<file path="config.mk">
export PLATFORM = sky130hd
export DESIGN_NAME = gate_explorer
export DESIGN_NICKNAME = d
export VERILOG_FILES = /design/src/rtl/gate_explorer_pkg.sv /design/src/rtl/gate_explorer_sel_debounce.sv /design/src/rtl/gate_explorer.sv
export SDC_FILE = /design/constraint.sdc
export NUM_CORES = 1
export LEC_CHECK = 0
export BUFFER_PORTS_ARGS = -buffer_cell sky130_fd_sc_hd__buf_2
export CAP_MARGIN = 20
export CORE_MARGIN = 3
export CORE_UTILIZATION = 55
export CTS_CLUSTER_SIZE = 20
export DETAILED_ROUTE_END_ITERATION = 12
export HOLD_SLACK_MARGIN = 0.03
export PLACE_DENSITY = 0.76
export SYNTH_ARGS = -nofsm -noshare
export SYNTH_HDL_FRONTEND = slang
export SYNTH_SLANG_ARGS = --single-unit
</file>
<file path="constraint.sdc">
create_clock -name clk -period 1.75 [get_ports clk]
set_input_delay 0.0875 -clock clk [delete_from_list [all_inputs] [get_ports clk]]
set_output_delay 0.0875 -clock clk [all_outputs]
set_load 0.01 [all_outputs]
</file>
<file path="src/rtl/gate_explorer_pkg.sv">
// Shared definitions for the gate explorer: op encoding, FSM states and the
// per-bit logic op used by the result stage.
package gate_explorer_pkg;

  // Op select encoding as shown on the cur_sel indicator LEDs
  localparam logic [2:0] OP_NAND = 3'b000;
  localparam logic [2:0] OP_AND  = 3'b001;
  localparam logic [2:0] OP_NOR  = 3'b010;
  localparam logic [2:0] OP_OR   = 3'b011;
  localparam logic [2:0] OP_XOR  = 3'b100;
  localparam logic [2:0] OP_XNOR = 3'b101;
  localparam logic [2:0] OP_BUF  = 3'b110;
  localparam logic [2:0] OP_NOT  = 3'b111;

  // Select source: debounced switches or the auto-step sequencer
  typedef enum logic {
    ST_MANUAL = 1'b0,
    ST_AUTO   = 1'b1
  } state_t;

  // One bit of the selected logic op; y is ignored for BUF and NOT
  function automatic logic gate_bit(input logic [2:0] op,
                                    input logic       x,
                                    input logic       y);
    logic r;
    case (op)
      OP_NAND: r = ~(x & y);
      OP_AND:  r =   x & y;
      OP_NOR:  r = ~(x | y);
      OP_OR:   r =   x | y;
      OP_XOR:  r =   x ^ y;
      OP_XNOR: r = ~(x ^ y);
      OP_BUF:  r =   x;
      default: r =  ~x;
    endcase
    return r;
  endfunction

endpackage

</file>
<file path="src/rtl/gate_explorer_sel_debounce.sv">
// Select-switch conditioning: 2-flop synchroniser followed by a hold-time
// debouncer. A value reaches stable only after it has been seen unchanged
// on DEBOUNCE_CYCLES+1 consecutive synchronised samples.
module sel_debounce #(
  parameter int W               = 3,
  parameter int DEBOUNCE_CYCLES = 4
) (
  input  logic         clk,
  input  logic         rst_n,
  input  logic [W-1:0] raw,
  output logic [W-1:0] stable
);

  localparam int              CNT_W    = $clog2(DEBOUNCE_CYCLES);
  localparam logic [CNT_W-1:0] CNT_LAST = CNT_W'(DEBOUNCE_CYCLES - 1);

  logic [W-1:0]     sync_p0;
  logic [W-1:0]     sync_p1;
  logic [W-1:0]     candidate;
  logic [CNT_W-1:0] cnt;

  // Bring the asynchronous switch value into the clock domain
  always_ff @(posedge clk or negedge rst_n) begin
    if (!rst_n) begin
      sync_p0 <= '0;
      sync_p1 <= '0;
    end else begin
      sync_p0 <= raw;
      sync_p1 <= sync_p0;
    end
  end

  // Restart the hold count on any change; commit once the count saturates
  always_ff @(posedge clk or negedge rst_n) begin
    if (!rst_n) begin
      candidate <= '0;
      stable    <= '0;
      cnt       <= '0;
    end else if (sync_p1 != candidate) begin
      candidate <= sync_p1;
      cnt       <= '0;
    end else if (cnt == CNT_LAST) begin
      stable    <= candidate;
    end else begin
      cnt       <= cnt + CNT_W'(1);
    end
  end

endmodule

</file>
<file path="src/rtl/gate_explorer.sv">
// Gate explorer: applies one of eight bitwise logic ops to two switch
// operands and drives the registered result plus the active op to LEDs.
// The op comes from debounced select switches or, in auto mode, from a
// sequencer that advances one op every AUTO_DIV clocks.
module gate_explorer
  import gate_explorer_pkg::*;
#(
  parameter int WIDTH           = 1,
  parameter int DEBOUNCE_CYCLES = 4,
  parameter int AUTO_DIV        = 8
) (
  input  logic             clk,
  input  logic             rst_n,
  input  logic [WIDTH-1:0] a,
  input  logic [WIDTH-1:0] b,
  input  logic [2:0]       sel_sw,
  input  logic             mode,
  output logic [WIDTH-1:0] result,
  output logic [2:0]       cur_sel,
  output logic             upd
);

  localparam int              PRE_W    = $clog2(AUTO_DIV);
  localparam logic [PRE_W-1:0] PRE_LAST = PRE_W'(AUTO_DIV - 1);

  logic [WIDTH-1:0] a_p0;
  logic [WIDTH-1:0] a_p1;
  logic [WIDTH-1:0] b_p0;
  logic [WIDTH-1:0] b_p1;
  logic             mode_p0;
  logic             mode_p1;
  logic [2:0]       stable;
  state_t           state;
  logic [PRE_W-1:0] presc;
  logic [WIDTH-1:0] op_out;

  // Stage p0/p1: 2-flop synchronisers for operands and mode switch
  always_ff @(posedge clk or negedge rst_n) begin
    if (!rst_n) begin
      a_p0    <= '0;
      a_p1    <= '0;
      b_p0    <= '0;
      b_p1    <= '0;
      mode_p0 <= 1'b0;
      mode_p1 <= 1'b0;
    end else begin
      a_p0    <= a;
      a_p1    <= a_p0;
      b_p0    <= b;
      b_p1    <= b_p0;
      mode_p0 <= mode;
      mode_p1 <= mode_p0;
    end
  end

  sel_debounce #(
    .W               (3),
    .DEBOUNCE_CYCLES (DEBOUNCE_CYCLES)
  ) u_sel_debounce (
    .clk    (clk),
    .rst_n  (rst_n),
    .raw    (sel_sw),
    .stable (stable)
  );

  // Select sequencer: track stable in manual, step on prescaler wrap in auto.
  // A mode change takes priority over a coincident prescaler wrap.
  always_ff @(posedge clk or negedge rst_n) begin
    if (!rst_n) begin
      state   <= ST_MANUAL;
      presc   <= '0;
      cur_sel <= OP_NAND;
      upd     <= 1'b0;
    end else begin
      upd <= 1'b0;
      case (state)
        ST_MANUAL: begin
          cur_sel <= stable;
          upd     <= (stable != cur_sel);
          if (mode_p1) begin
            state <= ST_AUTO;
            presc <= '0;
          end
        end
        ST_AUTO: begin
          if (!mode_p1) begin
            state <= ST_MANUAL;
          end else if (presc == PRE_LAST) begin
            presc   <= '0;
            cur_sel <= cur_sel + 3'd1;
            upd     <= 1'b1;
          end else begin
            presc   <= presc + PRE_W'(1);
          end
        end
        default: begin
          state <= ST_MANUAL;
        end
      endcase
    end
  end

  // Bitwise application of the currently selected op
  always_comb begin
    op_out = '0;
    for (int i = 0; i < WIDTH; i++) begin
      op_out[i] = gate_bit(cur_sel, a_p1[i], b_p1[i]);
    end
  end

  // Stage p2: result register
  always_ff @(posedge clk or negedge rst_n) begin
    if (!rst_n) begin
      result <= '0;
    end else begin
      result <= op_out;
    end
  end

endmodule
</file>
==> results.env, run 1 <==
STATUS='complete, no violations'
SYNTH_AREA_LEADER_CELL='dfrtp_1'
SYNTH.TOP_CELL.AREA_SHARE_PCT=61.2
PATH_MAX_FANOUT=4
CELLPOWERDENSITY_nW_PER_UM2=885
VIAS_PER_CELL=4.80
REMAINING_DRC_ERRORS=0
MIN_PERIOD_OVER_PERIOD_PCT=81.6
SYNTHESIS.YOSYS.WARNINGS=0
CTS_NUM_SINKS=29
CELL_COUNT_AFTER_SYNTHESIS=93
CORE_REGION_AREA_SQ_UM=2000
TIGHTEST_SLEW_NS=0.625
CP.ARRIVAL_NS=1.65
P_TOTAL_mW=1.23
CTS-HTREE-LEVELS=2
STD_CELL_ROWS=16
POST-CTS-SETUP-BUFFER-COUNT=0
DESIGN.FINAL.NETS=133
ANTENNA_FOUND_INITIAL=0
YOSYS-TOP-CELLS-COUNT='dfrtp_1, ha_1, inv_1'
YOSYSMOSTFREQUENTCELL='dfrtp_1'
CLK_LATENCY_NS=0.33
SYNTH_FLOP_CELL='dfrtp_1'
P_LEAK_nW=0.704
GP_CONGESTION=0.797
GR-USAGE-ALL-LAYERS_PCT=17.3
CLK_PIN_SLEW_NS=0.10
SYNTH.AVG_CELL_AREA_SQ_UM=12.8
INSTANCES_NO_FILL=143
CRITPATHREQUIREDTIME_NS=1.97
FLOORPLAN.INITIALDENSITY_PCT=59.3
NUMPLACEDINSTANCES=128
SYN_NETS=111
FLOORPLAN.DIE_AREA_SQ_UM=2750
ROUTE.VIAS.TOTAL=687
CTS_MAX_PATH_BUFFERS=2
DIE_W_UM=52.4
CLOCK-ROOT-BUFFER='clkbuf_4'
CAP_VIOLATIONS=0
FIN_WORST_HOLD_SLACK_NS=0.297
WORSTSETUPENDPOINT='cur_sel[2]'
COUNT_OF_BOUNDARY_I_O_PINS=13
LAYOUT.FILLER_CELLS=148
LAYOUT_MIN_CYCLE_TIME_NS=1.43
PATH_CLASS='reg -> reg'
UNREPAIRED_SETUP_ENDPOINTS_AFTER_GLOBAL_ROUTING='no'
NUMBER_OF_GLOBAL_ROUTE_VIAS_BEFORE_REPAIR=668
DETAILEDROUTE.FIRSTPASSITERATIONCOUNT=4
GRT_PASS1_WL_MM=3.16
REGAREA_SQ_UM=726
MULTI_INPUT_COMB_AREA_SQ_UM=415
ANT_NETS=0
SYNTH.YOSYS.SEQ_AREA_SHARE_PCT=61.2
REG2REG_SETUP_SLACK_NS=0.32
R2R-END='cur_sel[2]'
DRT-WIRELENGTH-PER-CELL_UM=12.1
SYNTH_ASYNC_SR_FLOP_SHARE_PCT=100
EDFF_COUNT_SYNTH=0
ANTENNA_CELLS=0
GRT_MAX_DEGREE=30
PLACE.PORT_BUFFERS=12
GRT_OVF=0
FINALSETUPVIOLCOUNT=0
MAPPEDNETLISTAREA_SQ_UM=1190
HOLD_PATH.CLASS='in -> async'
R2R.WORST_PATH.CELLS=5
DIEHEIGHT_UM=52.4
ROUTED_WIRELENGTH_MM=1.74
WORST_CLOCK_SKEW_NS=0.0160
LAYOUT_CELL_SHARE_WITH_DRIVE_STRENGTH_BEYOND_1_PCT=20.7
AREA_GROWTH_SYN_TO_LAYOUT_PCT=16.9
FMAXACHIEVABLE_GHz=0.700
WORST_SLEW_MARGIN_REL_PCT=58.3
POWER.IR.VDD_WORST_V=0.000705
TIMING.RR.START='presc[0]'
WORST_SETUP_PATH_END_KIND='register'
SYNTH-SEQ-CELLS=29
YS_TOP_CELLS_BY_AREA='dfrtp_1, ha_1, mux2_2, xnor2_1, xor2_1'
CP-START-KIND='register'
TOTALNEGATIVESETUPSLACK_NS=0
DRT_FIRST_ITER_VIOLATIONS=10
SETUP.WORST_PATH.START='presc[0]'
SYNTH_CELL_TYPE_COUNT=18
NUMCTSBUFFERS=5
HOLD_VIOL=0
PLACE.DETAILED.HPWL_MM=1.18
CLOCK_TREE_FROM_TRITONCTS='built'
FINAL_MAX_SLEW_VIOL_COUNT=0
## routing by layer
metal / vias up / track usage (%) / share of wire, % / wire length, um
li1: 354 / - / - / -
met1: 316 / 21.1 / 49 / 844
met2: 13 / 23.1 / 44 / 772
met3: 4 / 9.40 / 5.0 / 86
met4: 0 / 11.5 / 2.0 / 34
met5: - / 0 / 0 / 0
## what timing repair did
| item | 4_1_cts | 5_1_grt |
|---|---|---|
| hold buffers | 7 | 0 |
| resized for setup | 0 | 0 |
| hold endpoints to repair | 35 | 0 |
## logic make-up (layout without fill, tap and decap cells)
| logic type | count (synthesis) | in the layout | synth area share [%] |
|---|---|---|---|
| fa+ha+maj | 10 | 10 | 10.5 |
| buf+inv | 12 | 35 | 3.80 |
| mux | 8 | 8 | 7.28 |
| xor+xnor | 8 | 8 | 5.91 |
| simple gates | 18 | 18 | 7.91 |
| flops | 29 | 29 | 61.2 |
| compound gates | 8 | 8 | 3.37 |
## cell usage in the layout (no fill, tap or decap)
master | Yosys | final
xnor2_1 | 4 | 4
mux2_2 | 5 | 5
a21oi_1 | 3 | 3
nand4_1 | 2 | 2
nand3_1 | 3 | 3
or3b_1 | 1 | 1
xor2_1 | 4 | 4
buf_2 | 0 | 12
dfrtp_1 | 29 | 29
and2_1 | 1 | 1
nor4_1 | 2 | 2
o21ai_0 | 5 | 5
dlygate4sd3_1 | 0 | 7
clkbuf_1 | 4 | 1
clkbuf_4 | 0 | 5
ha_1 | 10 | 10
nor2_1 | 5 | 5
nand4b_1 | 1 | 1
inv_1 | 8 | 8
mux2i_1 | 3 | 3
nand2_1 | 3 | 3
clkinv_2 | 0 | 2
## power by group
part / internal [mW] / leakage, nW / total, mW / switching (mW)
logic: 0.0545 / 0.314 / 0.110 / 0.0552
registers: 0.708 / 0.358 / 0.735 / 0.0274
clock network: 0.153 / 0.0320 / 0.382 / 0.229
total: 0.915 / 0.704 / 1.23 / 0.311
## per-stage QoR
stage          instance area, sq um  utilization, %  setup WS, ns
4_1_cts                        1390            69.3         0.312
3_3_place_gp                   1260            63.2         0.400
5_1_grt                        1390            69.3         0.213
6_report                       1390            69.3         0.322
3_5_place_dp                   1260            63.2         0.329
2_1_floorplan                  1190               -         0.414
## flip-flops by register name (all words and copies together), names as in the netlist, 2 cells and up
signal                    flops
u_sel_debounce.cnt            2
u_sel_debounce.stable         3
u_sel_debounce.sync_p0        3
presc                         3
u_sel_debounce.sync_p1        3
cur_sel                       3
u_sel_debounce.candidate      3
## final cells by class
type | count | area share [%]
inverters | 8 | 2.17
well taps | 27 | 2.44
multi-input cells | 52 | 30.0
clock inverters | 2 | 0.722
clock buffers | 6 | 2.98
repair buffers | 19 | 9.39
flip-flops and latches | 29 | 52.3
## worst min path at each step
stage,startpoint,endpoint,depth (start not counted)
after floorplan,rst_n,a_p0,0
after global placement,rst_n,result,1
after detailed placement,rst_n,result,1
after CTS,rst_n,result,2
after global routing,rst_n,a_p1,2
final,rst_n,a_p1,2
## critical path, stage by stage (launching register included)
cell and delay (ns):
dfrtp_1 0.39, ha_1 0.20, ha_1 0.18, nand2_1 0.17, mux2i_1 0.11, mux2_2 0.27
No activity file was read; power rests on OpenSTA's default activity.
==> run 2: changes to the inputs <==
--- a/config.mk
+++ b/config.mk
@@ -8,11 +8,11 @@
 export BUFFER_PORTS_ARGS = -buffer_cell sky130_fd_sc_hd__buf_2
 export CAP_MARGIN = 20
 export CORE_MARGIN = 3
-export CORE_UTILIZATION = 55
+export CORE_UTILIZATION = 50
 export CTS_CLUSTER_SIZE = 20
 export DETAILED_ROUTE_END_ITERATION = 12
 export HOLD_SLACK_MARGIN = 0.03
-export PLACE_DENSITY = 0.76
+export PLACE_DENSITY = 0.72
 export SYNTH_ARGS = -nofsm -noshare
 export SYNTH_HDL_FRONTEND = slang
 export SYNTH_SLANG_ARGS = --single-unit
==> constraint.sdc (replaced) <==
create_clock -name clk -period 1.2 [get_ports clk]
set_input_delay 0.06 -clock clk [delete_from_list [all_inputs] [get_ports clk]]
set_output_delay 0.06 -clock clk [all_outputs]
set_load 0.01 [all_outputs]
==> run 2 against run 1 <==
Effect of this change:
- the flow now finishes with violations (negative setup slack)
- sequential power grew 47%
- register-to-register slack worse by 0.47 ns
- die area grew 8.8%
- worst setup slack lost 0.47 ns
- non-clock buffer count is 12 higher
- maximum frequency rose by 5.9%
- via count grew 13%
- power grew 76%
==> results.env, run 2 (synthesis gave the netlist of run 1 again) <==
NUMCTSBUFFERS=5
CTS_MAX_PATH_BUFFERS=2
DETAILEDROUTE.FIRSTPASSITERATIONCOUNT=2
LAYOUT.CORE_UTILIZATION_PCT=73.3
PLACE.DETAILED.HPWL_MM=1.45
LAYOUT.FILLER_CELLS=160
PATH_MAX_FANOUT=2
CRITPATHBUFINV=1
GRT_OVF=0
SEQ_POWER_SHARE_PCT=50.1
VIAS_PER_CELL=4.97
P_LEAK_nW=0.804
ROUTE.VIAS.TOTAL=775
ANT_NETS=0
CPLARGESTDELAYFAMILY='simple AND/OR/NAND/NOR gates'
NUMBER_OF_GLOBAL_ROUTE_VIAS_BEFORE_REPAIR=794
CRITPATHSLOWESTCELL='dfrtp_1'
CORE_REGION_AREA_SQ_UM=2230
CTS-HTREE-LEVELS=2
ANTENNA_CELLS=0
DRT_FIRST_ITER_VIOLATIONS=7
GRT_PASS1_WL_MM=3.53
FLOORPLAN.INITIALDENSITY_PCT=53.1
POWER.SWITCHING_mW=0.488
DIEHEIGHT_UM=54.7
FINAL_MAX_SLEW_VIOL_COUNT=0
DRT-WIRELENGTH-PER-CELL_UM=14.6
CRITPATHREQUIREDTIME_NS=1.45
POSTLAYOUTSETUPSLACKWORST_NS=-0.149
STATUS='complete, but fails checks'
PLACE.PORT_BUFFERS=12
CLK_LATENCY_NS=0.33
VIOLATIONS='negative setup slack'
SLOWEST_DELAY_NS=0.36
ANTENNA_FOUND_INITIAL=0
DIE_W_UM=54.7
FLOORPLAN.DIE_AREA_SQ_UM=2990
HOLD_PATH.CLASS='in -> async'
WORST_SETUP_PATH_END_KIND='register'
POWER.IR.VDD_WORST_V=0.00134
CLOCK_POWER_SHARE_PCT=38.2
CLOCK_TREE_FROM_TRITONCTS='built'
CP.ARRIVAL_NS=1.60
MIN_PERIOD_OVER_PERIOD_PCT=112
LAYOUT_COMMONEST_CELL='dfrtp_1'
GP_CONGESTION=0.763
PATH_CLASS='reg -> reg'
CELLPOWERDENSITY_nW_PER_UM2=1320
TIGHTEST_SLEW_NS=0.417
INTERNAL_POWER_mW=1.67
LAYOUT.CELLS.MOST_COMMON_LIST='dfrtp_1, buf_2, buf_4, inv_1, dlygate4sd3_1'
DESIGN.FINAL.NETS=145
WORST_SLEW_MARGIN_REL_PCT=72.2
CLK_PIN_SLEW_NS=0.10
UNREPAIRED_SETUP_ENDPOINTS_AFTER_GLOBAL_ROUTING='yes'
P_TOTAL_mW=2.16
REMAINING_DRC_ERRORS=0
PLACE_WS_NS=-0.177
LAYOUT_MIN_CYCLE_TIME_NS=1.35
GRT_MAX_DEGREE=21
COUNT_OF_BOUNDARY_I_O_PINS=13
LAYOUT_CELL_SHARE_WITH_DRIVE_STRENGTH_BEYOND_1_PCT=42.2
FINALSETUPVIOLCOUNT=6
CLOCK-ROOT-BUFFER='clkbuf_4'
FMAXACHIEVABLE_GHz=0.741
HOLD_VIOL=0
SW_FRAC_OF_TOTAL_PCT=22.6
CAP_VIOLATIONS=0
WORST_CLOCK_SKEW_NS=0.0137
STD_CELL_ROWS=17
ROUTED_WIRELENGTH_MM=2.27
GR-USAGE-ALL-LAYERS_PCT=18.2
CRIT_CHAIN='inv_1, ha_1, and2_4, or3b_1, nand4_1'
P_COMB_SHARE_PCT=11.7
CTS_NUM_SINKS=29
CP-START-KIND='register'
AREA_GROWTH_SYN_TO_LAYOUT_PCT=38.0
==> run 2: cell count changes in the layout (fill, tap and decap cells not counted), sizes merged <==
cell	delta
bufinv	+1
buf	+12
clkbuf	+1
clkinv	-2
==> run 2: cell type report <==
| class | count | area [sq um] | area share [%] |
|---|---|---|---|
| Timing Repair Buffer | 31 | 224 | 13.7 |
| Tap cell | 28 | 35.0 | 2.14 |
| Clock buffer | 7 | 55.1 | 3.36 |
| Inverter | 8 | 30.0 | 1.83 |
| Sequential cell | 29 | 728 | 44.5 |
| Multi-Input combinational cell | 52 | 534 | 32.6 |
| Clock inverter | 1 | 30.0 | 1.83 |
==> run 2: through the flow <==
stage / area [sq um] / TNS (ns) / instances / hold WS, ns
after floorplan: 1230 / -0.140 / 93 / -0.236
after global placement: 1380 / -0.291 / 139 / 0.0135
after detailed placement: 1380 / -0.541 / 139 / 0.0237
after CTS: 1600 / -0.355 / 155 / 0.200
after global routing: 1640 / -0.701 / 156 / 0.203
final: 1640 / -0.427 / 156 / 0.189
==> run 2: repair_timing <==
action                     4_1_cts  5_1_grt
pin swaps                        7        2
hold endpoints to repair        35        0
resized for setup               11        6
buffers inserted                 1        1
hold buffers                     7        0
setup endpoints to repair        8        8
==> run 2: path summary, 6_finish.rpt <==
path                                           startpoint  slack, ns  cells after the start                   endpoint
worst min register to register  u_sel_debounce.sync_p0[1]       0.35                      0  u_sel_debounce.sync_p1[1]
worst max-delay path                                 a_p1      -0.15                      5                     result
max in group asynchronous                           rst_n       0.55                      3  u_sel_debounce.sync_p1[2]
min in group clk                u_sel_debounce.sync_p0[1]       0.35                      0  u_sel_debounce.sync_p1[1]
worst min-delay path                                rst_n       0.19                      2   u_sel_debounce.stable[1]
worst max register to register                       a_p1      -0.15                      5                     result
==> run 2: routing by layer <==
layer	GRT usage, %	up-vias	share of wire [%]
met5	0	-	0
met4	11.2	0	3.3
met3	7.63	8	4.5
met2	30.5	17	51
met1	18.4	374	41
li1	-	376	-
==> run 2: power by group through the flow <==
stage | Combinational [mW] | Sequential [mW] | Clock (mW)
after global routing | 0.279 | 1.09 | 0.913
after CTS | 0.225 | 1.08 | 0.841
after floorplan | 0.0922 | 1.09 | 0
final | 0.252 | 1.08 | 0.824
after global placement | 0.175 | 1.09 | 0
after detailed placement | 0.186 | 1.09 | 0
==> run 3: changes to the inputs <==
--- a/config.mk
+++ b/config.mk
@@ -12,7 +12,7 @@
 export CTS_CLUSTER_SIZE = 20
 export DETAILED_ROUTE_END_ITERATION = 12
 export HOLD_SLACK_MARGIN = 0.03
-export PLACE_DENSITY = 0.72
+export PLACE_DENSITY = 0.76
 export SYNTH_ARGS = -nofsm -noshare
 export SYNTH_HDL_FRONTEND = slang
 export SYNTH_SLANG_ARGS = --single-unit
==> constraint.sdc (replaced) <==
create_clock -name clk -period 1.2 [get_ports clk]
set_input_delay 0.12 -clock clk [delete_from_list [all_inputs] [get_ports clk]]
set_output_delay 0.12 -clock clk [all_outputs]
set_load 0.01 [all_outputs]
==> run 3 against run 2 <==
Effect of this change:
- the flow still finishes with violations (negative setup slack)
- power fell by 12%
- maximum frequency up 3.4%
- register-to-register slack better by 0.04 ns
==> results.env, run 3 (synthesis gave the netlist of run 1 again) <==
STATUS='complete, but fails checks'
VIOLATIONS='negative setup slack'
DIE_W_UM=54.7
MIN_PERIOD_OVER_PERIOD_PCT=109
LAYOUT_MIN_CYCLE_TIME_NS=1.31
HOLD_PATH.CLASS='in -> async'
DESIGN.FINAL.NETS=145
TIMING.RR.START='a_p1'
P_TOTAL_mW=1.89
GRT_USE_MET1_PCT=19.6
LAYOUT_CELL_SHARE_WITH_DRIVE_STRENGTH_BEYOND_1_PCT=43.0
WORST_SETUP_PATH_END_KIND='register'
CTS-HTREE-LEVELS=2
R2R.WORST_PATH.CELLS=5
CTS_NUM_SINKS=29
ROUTED_WIRELENGTH_MM=2.13
WORST_CLOCK_SKEW_NS=0.00829
CELLPOWERDENSITY_nW_PER_UM2=1160
ANT_NETS=0
SW_FRAC_OF_TOTAL_PCT=26.6
DRT-WIRELENGTH-PER-CELL_UM=13.6
ROUTE.VIAS.TOTAL=774
REG2REG_SETUP_SLACK_NS=-0.11
LAYOUT.CELLS.MOST_COMMON_LIST='dfrtp_1, buf_2, buf_4, inv_1, dlygate4sd3_1'
WORST_SLEW_MARGIN_REL_PCT=76.8
LAYOUT_COMMONEST_CELL='dfrtp_1'
PATH_CLASS='reg -> reg'
GR-USAGE-ALL-LAYERS_PCT=18.2
PLACE.PORT_BUFFERS=12
P_LEAK_nW=0.787
NUMCTSBUFFERS=5
CP.ARRIVAL_NS=1.57
TOTALNEGATIVESETUPSLACK_NS=-0.312
CP-START-KIND='register'
PLACE.DETAILED.HPWL_MM=1.39
POWER.IR.VDD_WORST_V=0.00104
FMAXACHIEVABLE_GHz=0.766
DIEHEIGHT_UM=54.7
GLOBAL_ROUTING_S_BUSIEST_LAYER='met2'
CRITPATHREQUIREDTIME_NS=1.46
TIGHTEST_SLEW_NS=0.348
CLK_LATENCY_NS=0.32
CLK_PIN_SLEW_NS=0.09
AREA_GROWTH_SYN_TO_LAYOUT_PCT=38.1
CTS_MAX_PATH_BUFFERS=2
FLOORPLAN.INITIALDENSITY_PCT=53.1
POWER.SWITCHING_mW=0.502
ANTENNA_CELLS=0
GRT_PASS1_WL_MM=3.53
HOLD_VIOL=0
CLOCK-ROOT-BUFFER='clkbuf_4'
NUMBER_OF_GLOBAL_ROUTE_VIAS_BEFORE_REPAIR=781
SEQ_POWER_SHARE_PCT=56.8
STD_CELL_ROWS=17
CLOCK_TREE_FROM_TRITONCTS='built'
CRITPATHSLOWESTCELL='dfrtp_1'
CRIT_CHAIN='inv_1, ha_1, and2_4, or3b_1, nand4_1'
UNREPAIRED_SETUP_ENDPOINTS_AFTER_GLOBAL_ROUTING='yes'
SETUP.WORST_PATH.START='a_p1'
CAP_VIOLATIONS=0
DETAILEDROUTE.FIRSTPASSITERATIONCOUNT=4
DRT_FIRST_ITER_VIOLATIONS=7
FINALSETUPVIOLCOUNT=6
REMAINING_DRC_ERRORS=0
NUMPLACEDINSTANCES=138
GP_CONGESTION=0.775
GRT_USE_MET3_PCT=8.17
PLACE_WS_NS=-0.100
INTERNAL_POWER_mW=1.39
FINAL_MAX_SLEW_VIOL_COUNT=0
VIAS_PER_CELL=4.96
P_COMB_SHARE_PCT=13.5
GRT_MAX_DEGREE=17
INSTANCES_NO_FILL=156
CORE_REGION_AREA_SQ_UM=2230
ANTENNA_FOUND_INITIAL=0
GRT_OVF=0
CLOCK_POWER_SHARE_PCT=29.8
SLOWEST_DELAY_NS=0.36
FLOORPLAN.DIE_AREA_SQ_UM=2990
COUNT_OF_BOUNDARY_I_O_PINS=13
GRT.MET2_USAGE_PCT=30.7
POSTLAYOUTSETUPSLACKWORST_NS=-0.105
PATH_MAX_FANOUT=2
## run 3: worst max-delay path: cells and delay by family (launching register included)
kind	cells	cell delay [ns]
adders and majority gates	1	0.28
and+or+nand+nor	3	0.56
DFF	1	0.36
buffers and inverters	1	0.05
## run 3: power groups by stage
stage | Clock (mW) | Sequential (mW) | Combinational [mW]
2_1_floorplan | 0 | 1.09 | 0.0922
3_3_place_gp | 0 | 1.09 | 0.180
3_5_place_dp | 0 | 1.09 | 0.190
4_1_cts | 0.586 | 1.07 | 0.227
5_1_grt | 0.655 | 1.08 | 0.288
6_report | 0.563 | 1.07 | 0.255
## run 3: layout make-up
cell class                      instances  area (sq um)
Clock buffer                            5          37.5
Fill cell                             140           596
Clock inverter                          3          17.5
Sequential cell                        29           728
Multi-Input combinational cell         52           539
Timing Repair Buffer                   31           250
Inverter                                8          30.0
Tap cell                               28          35.0
## run 3: metal layers
metal / vias to the layer above / part of all wire (%)
li1: 376 / -
met1: 379 / 41
met2: 14 / 52
met3: 5 / 4.7
met4: 0 / 2.0
met5: - / 0
## run 3: metrics by stage
step / util, % / hold slack, ns / cell area, sq um
4_1_cts: 70.1 / 0.225 / 1570
3_3_place_gp: 62.1 / 0.0393 / 1390
3_5_place_dp: 62.1 / 0.0455 / 1390
2_1_floorplan: - / -0.176 / 1230
6_report: 73.3 / 0.225 / 1640
5_1_grt: 73.3 / 0.224 / 1640
## run 3: what timing repair did
action / CTS / global route
setup buffers: 3 / 1
pin swaps: 5 / 6
endpoints found under the hold margin: 35 / 0
hold buffers: 7 / 0
gates resized for setup: 9 / 12
setup endpoints to repair: 7 / 8
## run 3: final timing paths
| kind | to |
|---|---|
| setup / recovery | result |
| min in group clk | mode_p1 |
| hold / removal | result |
| setup reg to reg | result |
| max in group asynchronous | cur_sel[0] |
| hold reg to reg | mode_p1 |
